## src/rtl/sw_buf_ctrl.sv

```systemverilog
// sw_buf_ctrl: search-window buffer controller.
// Fills a circular pixel buffer on command, keeps it as a sliding window in RUN,
// and streams it to the PE array with strobes aligned to the pixel read-out.
module sw_buf_ctrl #(
    parameter int unsigned WORD_WIDETH = 8,
    parameter int unsigned DEPTH       = 24,
    parameter int unsigned AW          = 5
) (
    input  logic                   clk,
    input  logic                   rst,
    input  logic [3:0]             ctr_word,
    input  logic                   mem_en_input,
    input  logic                   mem_init_mode,
    input  logic [WORD_WIDETH-1:0] pix_in,
    input  logic                   pix_in_valid,
    output logic [WORD_WIDETH-1:0] pix_out,
    output logic                   pix_out_valid,
    output logic                   pe_shift,
    output logic                   acc_clr,
    output logic                   init_done,
    output logic                   err_ovf
);

    typedef enum logic [1:0] {
        IDLE = 2'd0,
        INIT = 2'd1,
        RUN  = 2'd2
    } state_e;

    localparam logic [AW-1:0] LAST_PTR = AW'(DEPTH - 1);

    state_e                 state_q, state_d;
    logic [AW-1:0]          wr_ptr_q, wr_ptr_d;
    logic [AW-1:0]          rd_ptr_q, rd_ptr_d;
    logic [WORD_WIDETH-1:0] pix_out_q, pix_out_d;
    logic                   pix_out_valid_q, pix_out_valid_d;
    logic                   pe_shift_q, pe_shift_d;
    logic                   acc_clr_q, acc_clr_d;
    logic                   init_done_q, init_done_d;
    logic                   err_ovf_q, err_ovf_d;

    logic                   wr_en_c;
    logic                   rd_en_c;
    logic [AW-1:0]          rd_addr_c;
    logic                   init_cmd_c;

    logic [WORD_WIDETH-1:0] mem_q [DEPTH];

    function automatic logic [AW-1:0] ptr_inc(input logic [AW-1:0] p);
        return (p == LAST_PTR) ? '0 : p + AW'(1);
    endfunction

    assign init_cmd_c = mem_en_input & mem_init_mode;

    // Next-state, pointer and output-register computation.
    always_comb begin
        state_d         = state_q;
        wr_ptr_d        = wr_ptr_q;
        rd_ptr_d        = rd_ptr_q;
        wr_en_c         = 1'b0;
        rd_en_c         = 1'b0;
        rd_addr_c       = rd_ptr_q;
        pix_out_valid_d = 1'b0;
        pe_shift_d      = 1'b0;
        acc_clr_d       = 1'b0;
        init_done_d     = 1'b0;
        // A pixel offered without a write enable is dropped and flagged.
        err_ovf_d       = err_ovf_q | (pix_in_valid & ~mem_en_input);

        case (state_q)
            IDLE: begin
                if (init_cmd_c) begin
                    state_d   = INIT;
                    wr_ptr_d  = '0;
                    rd_ptr_d  = '0;
                    err_ovf_d = 1'b0;
                end
            end
            INIT: begin
                if (pix_in_valid && mem_en_input) begin
                    wr_en_c = 1'b1;
                    if (wr_ptr_q == LAST_PTR) begin
                        wr_ptr_d    = '0;
                        init_done_d = 1'b1;
                        state_d     = RUN;
                    end else begin
                        wr_ptr_d = wr_ptr_q + AW'(1);
                    end
                end
            end
            RUN: begin
                if (init_cmd_c) begin
                    // Restart: no write, no read this cycle.
                    state_d   = INIT;
                    wr_ptr_d  = '0;
                    rd_ptr_d  = '0;
                    err_ovf_d = 1'b0;
                end else begin
                    if (pix_in_valid && mem_en_input) begin
                        wr_en_c  = 1'b1;
                        wr_ptr_d = ptr_inc(wr_ptr_q);
                    end
                    // Rewind points the read at the oldest entry (current write slot).
                    if (ctr_word[3]) begin
                        rd_addr_c = wr_ptr_q;
                        rd_ptr_d  = wr_ptr_q;
                    end
                    if (ctr_word[0]) begin
                        rd_en_c         = 1'b1;
                        rd_ptr_d        = ptr_inc(rd_addr_c);
                        pix_out_valid_d = 1'b1;
                    end
                    pe_shift_d = ctr_word[1];
                    acc_clr_d  = ctr_word[2];
                end
            end
            default: begin
                state_d = IDLE;
            end
        endcase
    end

    // Read-before-write: the read port sees the array before this cycle's write.
    always_comb begin
        pix_out_d = pix_out_q;
        if (rd_en_c) begin
            pix_out_d = mem_q[rd_addr_c];
        end
    end

    // Control and output registers.
    always_ff @(posedge clk or posedge rst) begin
        if (rst) begin
            state_q         <= IDLE;
            wr_ptr_q        <= '0;
            rd_ptr_q        <= '0;
            pix_out_q       <= '0;
            pix_out_valid_q <= 1'b0;
            pe_shift_q      <= 1'b0;
            acc_clr_q       <= 1'b0;
            init_done_q     <= 1'b0;
            err_ovf_q       <= 1'b0;
        end else begin
            state_q         <= state_d;
            wr_ptr_q        <= wr_ptr_d;
            rd_ptr_q        <= rd_ptr_d;
            pix_out_q       <= pix_out_d;
            pix_out_valid_q <= pix_out_valid_d;
            pe_shift_q      <= pe_shift_d;
            acc_clr_q       <= acc_clr_d;
            init_done_q     <= init_done_d;
            err_ovf_q       <= err_ovf_d;
        end
    end

    // Pixel storage; contents survive reset.
    always_ff @(posedge clk) begin
        if (wr_en_c) begin
            mem_q[wr_ptr_q] <= pix_in;
        end
    end

    assign pix_out       = pix_out_q;
    assign pix_out_valid = pix_out_valid_q;
    assign pe_shift      = pe_shift_q;
    assign acc_clr       = acc_clr_q;
    assign init_done     = init_done_q;
    assign err_ovf       = err_ovf_q;

endmodule

```

## config.mk

```make
export PLATFORM = sky130hd
export DESIGN_NAME = sw_buf_ctrl
export DESIGN_NICKNAME = d
export VERILOG_FILES = /design/src/rtl/sw_buf_ctrl.sv
export SDC_FILE = /design/constraint.sdc
export NUM_CORES = 1
export LEC_CHECK = 0
export ABC_AREA = 1
export BUFFER_PORTS_ARGS = -buffer_cell sky130_fd_sc_hd__buf_2
export CORE_MARGIN = 3
export CORE_UTILIZATION = 60
export DETAILED_ROUTE_END_ITERATION = 8
export PLACE_DENSITY = 0.77
export REMOVE_ABC_BUFFERS = 1
export SLEW_MARGIN = 20
export SYNTH_ARGS = -nofsm -noshare
export SYNTH_HDL_FRONTEND = slang
export SYNTH_SLANG_ARGS = --single-unit
```

## constraint.sdc

```tcl
create_clock -name clk -period 3.15 [get_ports clk]
set_input_delay 0 -clock clk [delete_from_list [all_inputs] [get_ports clk]]
set_output_delay 0 -clock clk [all_outputs]
set_load 0.01 [all_outputs]
```

==> qor.csv <==
stage;metric;value;unit
outcome;outcome;complete, no violations;
placement;post-place-ws;414;ps
drt;wl_met1;9860;microns
synthesis;synth-main-ff-cell;edfxtp_1;
finish;nets;1080;
hold_path;hp-class;input port to register;
timing;tightest_slew;747;ps
die;die_w;135;microns
critical_path;rr_worst_depth;8;
placement;gp_congestion;0.916;
timing;min_period_over_period;87.2;%
die;die-area;18200;sq um
clocking;postCtsResizedCells;0;
drt;vias;7235;
synthesis;synth_area_leader_cell;edfxtp_1;
die;die_h;135;microns
critical_path;cp_common_cell;nor2_1;
synthesis;synthTopCellsByCount;nand3_1, inv_1, nand2_1, edfxtp_1, nor2_1;
synthesis;ys_async_sr_fraction;11.5;%
power;switchingPower;3.10;mW
power;p_sw_share;33.8;%
critical_path;required;3280;ps
timing;setup_tns;0;ps
critical_path;cp-start-kind;register;
synthesis;syn_inst;1004;
timing;min_period;2750;ps
clocking;cts_inserted_buffers;23;
drt;avgViaCountPerCell;5.63;
hold_path;hold_depth;1;
placement;place_inst;1236;
timing;hold_viol_final;0;
power;powerDensity;807;nW/um^2
power;p_int;6.07;mW
finish;stdcell_count;1285;
die;io_pins;30;
drt;wire_per_inst;19.0;microns
global_route;grt_util_all_layers;27.3;%
placement;placed_area;10400;sq um
drt;wl;24400;microns
synthesis;ys_warn_count;0;
die;start_util;62.0;%
clocking;tritoncts;done;
global_route;grt_pass1_vias;6965;
synthesis;synth_edf_count;192;
critical_path;reg2reg_slack;400;ps
clocking;clkSlewWorstSetupHoldPaths;60;ps
clocking;cts.sinks;217;
drt;drtIter0Drc;904;
placement;port_buffers;29;
drt;wl_met2;11800;microns
finish;fin_util;70.5;%
finish;fin_area;11400;sq um
clocking;cts_setup_buffers;0;
drt;drtAntennaViolNets;0;
drt;drc_errors;0;
power;pwr-share-comb;30.7;%
critical_path;cp_slowest_cell;nor2_1;
hold_path;hold_path_end;mem_q[3][4];
synthesis;ys_ff_latch;217;
drt;highest_layer;met4;
hold_path;hold_start;pix_in[4];
power;seq_power_share;36.4;%
clocking;clk_path_buf_depth;3;
timing;setup_viol;0;
power;p_leak;4.96;nW
critical_path;slowest_delay;610;ps
synthesis;synth_most_common_cell;nand3_1;
synthesis;avgSynthCellArea;9.95;sq um
power;p_clk_share;32.9;%
synthesis;yosysTopAreaCellShare;57.7;%
die;fp-row-count;46;
timing;fmax;364;MHz
clocking;clock_latency;510;ps
critical_path;path_cells;inv_1 > ha_1 > inv_2 > a21oi_2 > o21ai_0 > nor2_1 > nand2_1 > nor2_1;
critical_path;r2r_end;mem_q[21][7];
critical_path;worstPathMaxFanout;8;
run;max_cap_viol_count;0;
global_route;grt_max_degree;73;
drt;wl_met3;2330;microns
critical_path;reg2reg_from;state_q[0];
synthesis;synthesis.area;9990;sq um
global_route;antenna_found_initial;0;
clocking;root_buffer;clkbuf_16;
global_route;grt.overflow.total;0;
timing;worst_hold_slack;26.9;ps
timing;fin_ws;403;ps
global_route;grt_pass1_wl;38300;microns
clocking;htreeDepth;1;
finish;antennaDiodeCount;0;
synthesis;ys_seq_area_share;63.9;%
placement;hpwl;14600;microns
critical_path;cp-end-kind;register;
timing;maxSlewHeadroom;50.0;%
finish;drive_gt1_share;11.0;%
finish;syn2layout_area_growth;13.6;%
timing;maxSlewViolCount;0;
synthesis;synthTopCellsByArea;edfxtp_1, nand3_1, inv_1, nand2_1, dfrtp_1;
critical_path;critPathKind;register to register;
synthesis;ys_types;33;
drt;dr.pass1.iters;5;
die;design.core.area;16100;sq um
timing;rsz0062_at_grt;no;
timing;finalClockSkew;9.02;ps
critical_path;arrival;2880;ps
power;ir_drop;0.000564;V
power;power.total;9.17;mW
critical path: cells and delay by family, from the launching register on:
kind	cells	cell delay [ps]
DFF	1	410
AOI/OAI and AO/OA	2	430
and+or+nand+nor	3	1140
buffers and inverters	2	140
adders and majority gates	1	250
logic make-up (layout without fill, tap and decap cells):
logic type | count (synthesis) | count (layout) | synth area share [%]
buffers and inverters | 248 | 313 | 10.1
AND/OR/NAND/NOR | 482 | 482 | 21.8
flip-flops | 217 | 217 | 63.9
adder cells (fa/ha/maj) | 10 | 10 | 1.25
XOR/XNOR | 3 | 3 | 0.263
AO/OA/AOI/OAI | 44 | 44 | 2.65
area by class of cell:
cell class,count,area (sq um)
inverter,208,781
tap,216,270
sequential,217,6390
fill,1177,4760
clock inverter,15,246
timing repair buffer,64,465
clock buffer,26,597
multi-input combinational,539,2610
repair_timing:
| action | CTS | global route |
|---|---|---|
| hold buffers | 8 | 0 |
| setup endpoints to repair | 0 | 0 |
| hold endpoints to repair | 34 | 0 |
metal layers:
metal	track usage, %	vias to the layer above
met2	43.6	358
met3	5.25	41
met5	0	-
met4	6.55	0
li1	-	3387
met1	39.3	3449
flip-flops by register name, indices dropped and copies added (netlist names), 2 cells and up:
signal and count:
mem_q 192, pix_out 8, rd_ptr_q 5, wr_ptr_q 5, state_q 2
placed cells by master (no fill, tap or decap), drive strengths merged:
| cell | count |
|---|---|
| nand3 | 212 |
| inv | 208 |
| nand2 | 206 |
| edfxtp | 192 |
| buf | 56 |
| nor2 | 39 |
| clkbuf | 26 |
| dfrtp | 25 |
| a21oi | 16 |
| o21ai | 16 |
| nand3b | 14 |
| ha | 10 |
| dlygate4sd3 | 8 |
| clkinv | 8 |
| or2 | 7 |
| bufinv | 7 |
| a31oi | 3 |
| xor2 | 3 |
| o22ai | 3 |
| nor3 | 2 |
| o32ai | 2 |
| nand4 | 1 |
| o211ai | 1 |
| nor4 | 1 |
| o31ai | 1 |
| o21bai | 1 |
| a221oi | 1 |
worst max path at each step:
stage | cells after the start | startpoint | slack, ps | to
final | 8 | state_q[0] | 400 | mem_q[21][7]
after global routing | 8 | state_q[0] | 190 | mem_q[0][1]
after CTS | 8 | state_q[0] | 410 | mem_q[21][7]
after detailed placement | 8 | state_q[0] | 410 | mem_q[21][1]
after global placement | 8 | state_q[0] | 480 | mem_q[21][4]
after floorplan | 11 | state_q[0] | -6 | pix_out[6]
power groups by stage:
stage          logic [mW]  registers, mW  clock network (mW)
6_report             2.82           3.34                3.01
5_1_grt              3.09           3.35                3.15
4_1_cts              2.77           3.34                3.03
3_5_place_dp         2.73           3.40                   0
3_3_place_gp         2.67           3.39                   0
2_1_floorplan        1.71           3.40                   0
No activity file was read; power rests on OpenSTA's default activity.
